`src/rtl/icache_pkg.sv`:
```
// icache_pkg: shared constants, FSM state type and address-split helpers
// for the wrap-refill instruction cache.
//   BURST_* / SIZE_4B / RESP_OKAY : AXI4 encodings used on AR/R
//   state_t                      : controller state (IDLE..RESP)
//   addr_off/addr_idx/addr_tag   : split a byte address into line fields
package icache_pkg;

    localparam logic [1:0] BURST_FIXED = 2'b00;
    localparam logic [1:0] BURST_INCR  = 2'b01;
    localparam logic [1:0] BURST_WRAP  = 2'b10;
    localparam logic [2:0] SIZE_4B     = 3'b010;
    localparam logic [1:0] RESP_OKAY   = 2'b00;

    typedef enum logic [2:0] {
        IDLE    = 3'd0,
        LOOKUP  = 3'd1,
        MISS_AR = 3'd2,
        MISS_R  = 3'd3,
        RESP    = 3'd4
    } state_t;

    // Word offset within the line (byte bits [1:0] dropped).
    function automatic logic [31:0] addr_off(input logic [31:0] a, input int off_w);
        return (a >> 2) & ((32'd1 << off_w) - 32'd1);
    endfunction

    function automatic logic [31:0] addr_idx(input logic [31:0] a, input int off_w,
                                             input int idx_w);
        return (a >> (off_w + 2)) & ((32'd1 << idx_w) - 32'd1);
    endfunction

    function automatic logic [31:0] addr_tag(input logic [31:0] a, input int off_w,
                                             input int idx_w);
        return a >> (off_w + idx_w + 2);
    endfunction

endpackage

```
`src/rtl/icache_refill_ctl.sv`:
```
// icache_refill_ctl: drives the AR request and tracks the R beats of one
// WRAP line refill.
//   i_state          : controller state from the top
//   i_addr_w         : registered fetch word address (addr[31:2])
//   i_off            : requested word offset (critical word)
//   o_ar*/i_arready  : AXI4 AR channel
//   o_rready, i_r*   : AXI4 R channel handshake/status (data goes to the top)
//   o_ar_done        : AR handshake this cycle
//   o_beat_we/off    : write the current R beat into the line at this offset
//   o_first          : current beat is the critical word
//   o_done / o_err   : last beat this cycle / refill error including this beat
module icache_refill_ctl
    import icache_pkg::*;
#(
    parameter int LINE_WORDS = 4,
    parameter int OFF_W      = 2
) (
    input  logic             clock,
    input  logic             reset,
    input  state_t           i_state,
    input  logic [29:0]      i_addr_w,
    input  logic [OFF_W-1:0] i_off,
    output logic             o_arvalid,
    input  logic             i_arready,
    output logic [31:0]      o_araddr,
    output logic [3:0]       o_arid,
    output logic [7:0]       o_arlen,
    output logic [2:0]       o_arsize,
    output logic [1:0]       o_arburst,
    output logic             o_rready,
    input  logic             i_rvalid,
    input  logic [1:0]       i_rresp,
    input  logic             i_rlast,
    output logic             o_ar_done,
    output logic             o_beat_we,
    output logic [OFF_W-1:0] o_beat_off,
    output logic             o_first,
    output logic             o_done,
    output logic             o_err
);

    logic [OFF_W-1:0] r_off;
    logic [OFF_W-1:0] r_cnt;
    logic             r_first;
    logic             r_err;
    logic             w_beat;

    // AR fields come straight from state and the registered address, so they
    // stay stable for as long as arvalid is high.
    assign o_arvalid = (i_state == MISS_AR);
    assign o_araddr  = {i_addr_w, 2'b00};
    assign o_arid    = 4'd0;
    assign o_arlen   = 8'(LINE_WORDS - 1);
    assign o_arsize  = SIZE_4B;
    assign o_arburst = BURST_WRAP;
    assign o_rready  = (i_state == MISS_R);

    assign w_beat     = (i_state == MISS_R) && i_rvalid;
    assign o_ar_done  = (i_state == MISS_AR) && i_arready;
    assign o_beat_we  = w_beat;
    assign o_beat_off = r_off;
    assign o_first    = r_first;
    assign o_done     = w_beat && i_rlast;
    // rlast before the full line counts as an error so a short line never
    // gets marked valid.
    assign o_err      = r_err || (i_rresp != RESP_OKAY) ||
                        (i_rlast && (r_cnt != OFF_W'(LINE_WORDS - 1)));

    always_ff @(posedge clock or negedge reset) begin
        if (!reset) begin
            r_off   <= '0;
            r_cnt   <= '0;
            r_first <= 1'b0;
            r_err   <= 1'b0;
        end else if (o_ar_done) begin
            r_off   <= i_off;
            r_cnt   <= '0;
            r_first <= 1'b1;
            r_err   <= 1'b0;
        end else if (w_beat) begin
            r_off   <= r_off + OFF_W'(1);   // wraps mod LINE_WORDS
            r_cnt   <= r_cnt + OFF_W'(1);
            r_first <= 1'b0;
            if (i_rresp != RESP_OKAY) r_err <= 1'b1;
        end
    end

endmodule

```
`src/rtl/icache_wrap_refill.sv`:
```
// icache_wrap_refill: direct-mapped read-only I-cache with critical-word-first
// WRAP refill over AXI4 and a fence.i invalidate.
//   clock/reset         : clock, async active-low reset
//   req_*               : IFU fetch request (valid/ready/addr)
//   rsp_*               : fetch response (valid/ready/data/err)
//   fence_i             : invalidate all lines
//   ar*/r*              : AXI4 read master (rid ignored)
module icache_wrap_refill
    import icache_pkg::*;
#(
    parameter int LINE_WORDS = 4,
    parameter int SETS       = 16
) (
    input  logic        clock,
    input  logic        reset,
    input  logic        req_valid,
    output logic        req_ready,
    input  logic [31:0] req_addr,
    output logic        rsp_valid,
    input  logic        rsp_ready,
    output logic [31:0] rsp_data,
    output logic        rsp_err,
    input  logic        fence_i,
    output logic        arvalid,
    input  logic        arready,
    output logic [31:0] araddr,
    output logic [3:0]  arid,
    output logic [7:0]  arlen,
    output logic [2:0]  arsize,
    output logic [1:0]  arburst,
    input  logic        rvalid,
    output logic        rready,
    input  logic [31:0] rdata,
    input  logic [1:0]  rresp,
    input  logic        rlast,
    input  logic [3:0]  rid
);

    localparam int OFF_W = $clog2(LINE_WORDS);
    localparam int IDX_W = $clog2(SETS);
    localparam int TAG_W = 30 - OFF_W - IDX_W;

    state_t           r_state, w_state_nxt;
    logic [31:0]      r_addr;
    logic [SETS-1:0]  r_valid;
    logic [TAG_W-1:0] r_tag  [SETS];
    logic [31:0]      r_data [SETS][LINE_WORDS];
    logic [31:0]      r_rsp_data;
    logic             r_rsp_err;
    logic             r_fence_pend;

    logic [OFF_W-1:0] w_off;
    logic [IDX_W-1:0] w_idx;
    logic [TAG_W-1:0] w_tag;
    logic             w_hit;
    logic             w_to_idle;
    logic             w_ar_done, w_beat_we, w_first, w_done, w_err;
    logic [OFF_W-1:0] w_beat_off;
    logic             w_unused;

    assign w_unused = ^rid;

    assign w_off = OFF_W'(addr_off(r_addr, OFF_W));
    assign w_idx = IDX_W'(addr_idx(r_addr, OFF_W, IDX_W));
    assign w_tag = TAG_W'(addr_tag(r_addr, OFF_W, IDX_W));
    assign w_hit = r_valid[w_idx] && (r_tag[w_idx] == w_tag);

    assign rsp_data = r_rsp_data;
    assign rsp_err  = r_rsp_err;

    icache_refill_ctl #(
        .LINE_WORDS (LINE_WORDS),
        .OFF_W      (OFF_W)
    ) u_refill (
        .clock      (clock),
        .reset      (reset),
        .i_state    (r_state),
        .i_addr_w   (r_addr[31:2]),
        .i_off      (w_off),
        .o_arvalid  (arvalid),
        .i_arready  (arready),
        .o_araddr   (araddr),
        .o_arid     (arid),
        .o_arlen    (arlen),
        .o_arsize   (arsize),
        .o_arburst  (arburst),
        .o_rready   (rready),
        .i_rvalid   (rvalid),
        .i_rresp    (rresp),
        .i_rlast    (rlast),
        .o_ar_done  (w_ar_done),
        .o_beat_we  (w_beat_we),
        .o_beat_off (w_beat_off),
        .o_first    (w_first),
        .o_done     (w_done),
        .o_err      (w_err)
    );

    always_comb begin
        w_state_nxt = r_state;
        req_ready   = 1'b0;
        rsp_valid   = 1'b0;
        case (r_state)
            IDLE: begin
                req_ready = 1'b1;
                if (req_valid) w_state_nxt = LOOKUP;
            end
            LOOKUP:  w_state_nxt = w_hit ? RESP : MISS_AR;
            MISS_AR: if (w_ar_done) w_state_nxt = MISS_R;
            MISS_R:  if (w_done) w_state_nxt = RESP;
            RESP: begin
                rsp_valid = 1'b1;
                if (rsp_ready) w_state_nxt = IDLE;
            end
            default: w_state_nxt = IDLE;
        endcase
    end

    assign w_to_idle = (r_state == RESP) && rsp_ready;

    always_ff @(posedge clock or negedge reset) begin
        if (!reset) begin
            r_state      <= IDLE;
            r_addr       <= '0;
            r_valid      <= '0;
            r_rsp_data   <= '0;
            r_rsp_err    <= 1'b0;
            r_fence_pend <= 1'b0;
        end else begin
            r_state <= w_state_nxt;
            if ((r_state == IDLE) && req_valid) r_addr <= req_addr;
            if ((r_state == LOOKUP) && w_hit) begin
                r_rsp_data <= r_data[w_idx][w_off];
                r_rsp_err  <= 1'b0;
            end
            if (w_beat_we && w_first) r_rsp_data <= rdata;
            if (w_done) begin
                r_rsp_err      <= w_err;
                r_valid[w_idx] <= !w_err;
            end
            // A fence outside IDLE is deferred to the return to IDLE so the
            // line being filled is installed and then dropped with the rest.
            if (r_state == IDLE) begin
                if (fence_i) r_valid <= '0;
            end else if (w_to_idle && (r_fence_pend || fence_i)) begin
                r_valid      <= '0;
                r_fence_pend <= 1'b0;
            end else if (fence_i) begin
                r_fence_pend <= 1'b1;
            end
        end
    end

    // Data and tag arrays are qualified by r_valid, so they need no reset.
    always_ff @(posedge clock) begin
        if (w_beat_we) r_data[w_idx][w_beat_off] <= rdata;
        if (w_done && !w_err) r_tag[w_idx] <= w_tag;
    end

endmodule

```
`config.mk`:
```
export PLATFORM = sky130hd
export DESIGN_NAME = icache_wrap_refill
export DESIGN_NICKNAME = d
export VERILOG_FILES = /design/src/rtl/icache_pkg.sv /design/src/rtl/icache_refill_ctl.sv /design/src/rtl/icache_wrap_refill.sv
export SDC_FILE = /design/constraint.sdc
export NUM_CORES = 2
export LEC_CHECK = 0
export ABC_AREA = 1
export BUFFER_PORTS_ARGS = -buffer_cell sky130_fd_sc_hd__buf_4
export CORE_UTILIZATION = 40
export CTS_CLUSTER_SIZE = 20
export DETAILED_ROUTE_END_ITERATION = 12
export SLEW_MARGIN = 5
export SYNTH_ARGS = -nofsm -noshare
export SYNTH_HDL_FRONTEND = slang
export SYNTH_SLANG_ARGS = --single-unit
```
`constraint.sdc`:
```
create_clock -name clock -period 10.75 [get_ports clock]
set_input_delay 1.075 -clock clock [delete_from_list [all_inputs] [get_ports clock]]
set_output_delay 1.075 -clock clock [all_outputs]
set_load 0.05 [all_outputs]
```
==> out/summary.md <==
The run finished with clean final reports. The final count of pins violating max slew is 0, and the layout cell share with drive strength beyond 1 is 0.111. Entering global routing, the biggest net connects 164 pins. IR analysis of the VDD net gives a maximum drop of 0.325 mV.

The dominant cell type by area after synthesis was edfxtp_1. The routed design has 274000 um of wire. The wire length of the first global-routing pass was 393000 um. Total negative slack for setup checks: 0 ps.

The run gives 0 as the number of remaining DRC errors. Once the clock tree was built, the setup fixing pass inserted 0 buffers. The share of synthesized registers carrying an async set or reset works out to 0.0353.

The H-tree generated during clock tree synthesis spans 4 levels. Setup repair after global routing left no endpoint under its margin. The run gives 37 as the unique cell type count in the Yosys netlist. The cell area that synthesis handed to floorplanning was 95600 um2. The startpoint of the most critical setup path is r_addr[5]$_DFFE_PN0P_. The most common cell after layout, fill and taps aside was edfxtp_1. Dominant register cell in the synthesized netlist: edfxtp_1.

The total overflow left after global routing is 0. By area the synthesized netlist is led by edfxtp_1, a22oi_1, nand2_1. The die covers 241000 um2. The run gives 164 MHz as the achievable clock frequency. The worst register-to-register path ends at rsp_data[19]$_DFFE_PN0P_.

The tools report the max-slew headroom at the worst pin as 0.237. Setup violations remaining at the end of the flow were counted as 0. The hold violation total from the final report was 0. The wire length per cell is 27.3 um.

The required time at the worst-slack endpoint is 11570 ps, and the worst endpoint data arrival time is 6910 ps. Clock tree synthesis selected as its root buffer the cell clkbuf_16. The floorplan step defined a core boundary enclosing 238000 um2.

The internal reg-to-reg setup slack is 4660 ps. The number of antenna violations at the first check in global routing came out at 11. The flip-flop and latch count after synthesis came out at 2521. In this run the mean area of a mapped cell was 14.6 um2. The wire-length estimate of the detail-placed layout is 138000 um. The run gives 0.402 as the effective utilization at floorplan. The floorplan step set the die height to 491 um.

Clock tree synthesis inserted a total of 237 buffers. Fraction of the core area covered by cells at the end of the flow: 0.456. Number of global-route vias before repair: 55964. The clock reaches the later pin of the worst-skew pair after 900 ps. The tools report the overall fraction of global-route tracks in use as 0.223. The iteration-0 DRC count of the detailed router is 7470, and the number of clock sinks is 2521. Dividing total power by cell area gives a power density of 254 nW/um2.

The library cells used most frequently in the layout, excluding fill and tap cells, are edfxtp_1, nand2_1, a22oi_1. After clock tree synthesis, the clock-pin slew on the worst setup and hold paths is 60 ps. The area growth from synthesis to layout is 13.5%. In this run the remaining antenna-violating nets after routing total 0. Shortest clock period the worst path allows after layout: 6090 ps.

At the pin with the least slew margin, the transition time is 1140 ps. The tools report the gate count after technology mapping as 6528. The run gives 35.6 nW as the cell leakage power. The number of detailed-routing iterations run before antenna repair was 6. In this run the worst path has a maximum fanout of 133. Between clock sinks in the finished design, the worst skew comes to 102 ps. After detailed placement, the total cell area comes to 101000 um2. Counting cells, the worst reg-to-reg path comes to 16. The worst register-to-register path begins at r_addr[5]$_DFFE_PN0P_. After clock tree synthesis, the repair step resized 0 gates. From left edge to right edge, the die measures 491 um.

Summing over every cut layer, the via total after detailed routing is 58110. At the end of the flow, the number of nets in the layout was 6738. The worst setup path is captured at a flop. 164 I/O pins were placed.

The number of buffer cells added on primary ports works out to 138. The share of synthesized area occupied by flip-flops and latches is 0.788. The classification of the worst-slack hold path was input pin to async pin. TritonCTS built the clock tree.

The share of the clock period used by the worst path is 0.566. The category of the most critical setup path was flop to flop. After clock tree synthesis, the flow added hold-fix buffers numbering 0. At the end of routability-driven placement, the weighted congestion stood at 0.793. Using the TritonRoute via totals, the vias-per-cell ratio works out to 5.79. The logs give 0 for the number of warnings issued by yosys and 3 for the maximum root-to-sink buffer count. The number of rows created at floorplan is 179. The critical path ends at rsp_data[19]$_DFFE_PN0P_. Max-cap violations in this run came to 0. STA classifies the critical path startpoint as a flop. Number of enable flip-flop cells after synthesis: 2432. The area share of the largest cell type after synthesis came out at 0.764. With fillers left out, the area of the finished cells amounts to 108000 um2.
[area by class of cell]
| class | instances | area, um2 |
|---|---|---|
| clock inverter | 130 | 1280 |
| fill | 20565 | 129000 |
| inverter | 71 | 294 |
| multi-input combinational | 3541 | 18900 |
| timing repair buffer | 283 | 2230 |
| tap | 3167 | 3960 |
| sequential | 2521 | 75300 |
| antenna | 7 | 17.5 |
| clock buffer | 319 | 6520 |
[cells by family after synthesis]
family	share of synthesized area
xor+xnor	0.0000917
buf+inv	0.0222
compound gates	0.108
mux	0.000589
fa+ha+maj	0.000655
other cells	0.0000786
simple gates	0.0811
flops	0.788
[critical path: stages, from the launching register on]
cell     delay, ps
dfrtp_2        640
buf_4          630
inv_2          430
nor2_4         200
buf_12         520
buf_4          790
buf_4          920
a22oi_1        150
a21oi_1        240
nor3_1          80
nand2_1         60
nand2_1        140
nand2_1        110
nand2_1         60
o21ai_0        480
nand2_1        100
nand2_1         90
[worst min-delay path by stage]
stage / endpoint / startpoint / slack [ps]
floorplan: u_refill.r_cnt[1]$_DFFE_PN0P_ / u_refill.r_cnt[1]$_DFFE_PN0P_ / 470
global placement: u_refill.r_cnt[1]$_DFFE_PN0P_ / u_refill.r_cnt[1]$_DFFE_PN0P_ / 490
detailed placement: rsp_data[1]$_DFFE_PN0P_ / rsp_data[1]$_DFFE_PN0P_ / 500
CTS: r_addr[7]$_DFFE_PN0P_ / reset / 160
global route: r_addr[7]$_DFFE_PN0P_ / reset / 200
finish: r_addr[7]$_DFFE_PN0P_ / reset / 190
[routing by layer]
layer  routed length (um)  vias to the layer above  track usage
li1                     -                    25063            -
met1               113000                    29711        0.309
met2               128000                     2928        0.355
met3                26000                      404       0.0459
met4                 7190                        4       0.0617
met5                   27                        -            0
[where the power goes]
part	switching, W	internal, W	leakage [nW]
registers	0.000383	0.0112	22.9
logic	0.00568	0.00201	8.91
clock network	0.00369	0.00467	3.80
[metrics by stage]
step	setup WS, ps	cells	hold WS (ps)	power (W)
floorplan	6340	6545	473	0.0164
global placement	4820	9583	488	0.0193
detailed placement	4860	9583	495	0.0193
CTS	4820	10032	158	0.0276
global route	4450	10034	196	0.0287
finish	4660	10039	186	0.0276
[cells in the mapped netlist (5+ instances only)]
master	n
nor4_1	5
clkbuf_1	142
nand3_1	116
or2_2	15
o22ai_1	8
nand2_1	1439
buf_1	95
edfxtp_1	2432
a31oi_1	124
buf_2	145
o21ai_1	20
buf_4	28
nand4_1	18
a21oi_1	470
inv_1	66
nor2_1	212
nor3_1	131
dfrtp_1	89
a22oi_1	911
mux2_2	5
o21ai_0	24
ha_1	5
[registers in the layout, indices dropped and copies added (netlist names), 2 cells and up]
| signal | count |
|---|---|
| r_addr | 30 |
| r_data | 2048 |
| r_state | 3 |
| r_tag | 384 |
| r_valid | 16 |
| rsp_data | 32 |
| u_refill.o_beat_off | 2 |
| u_refill.r_cnt | 2 |
Note: power is estimated with default switching activity, not from simulation.
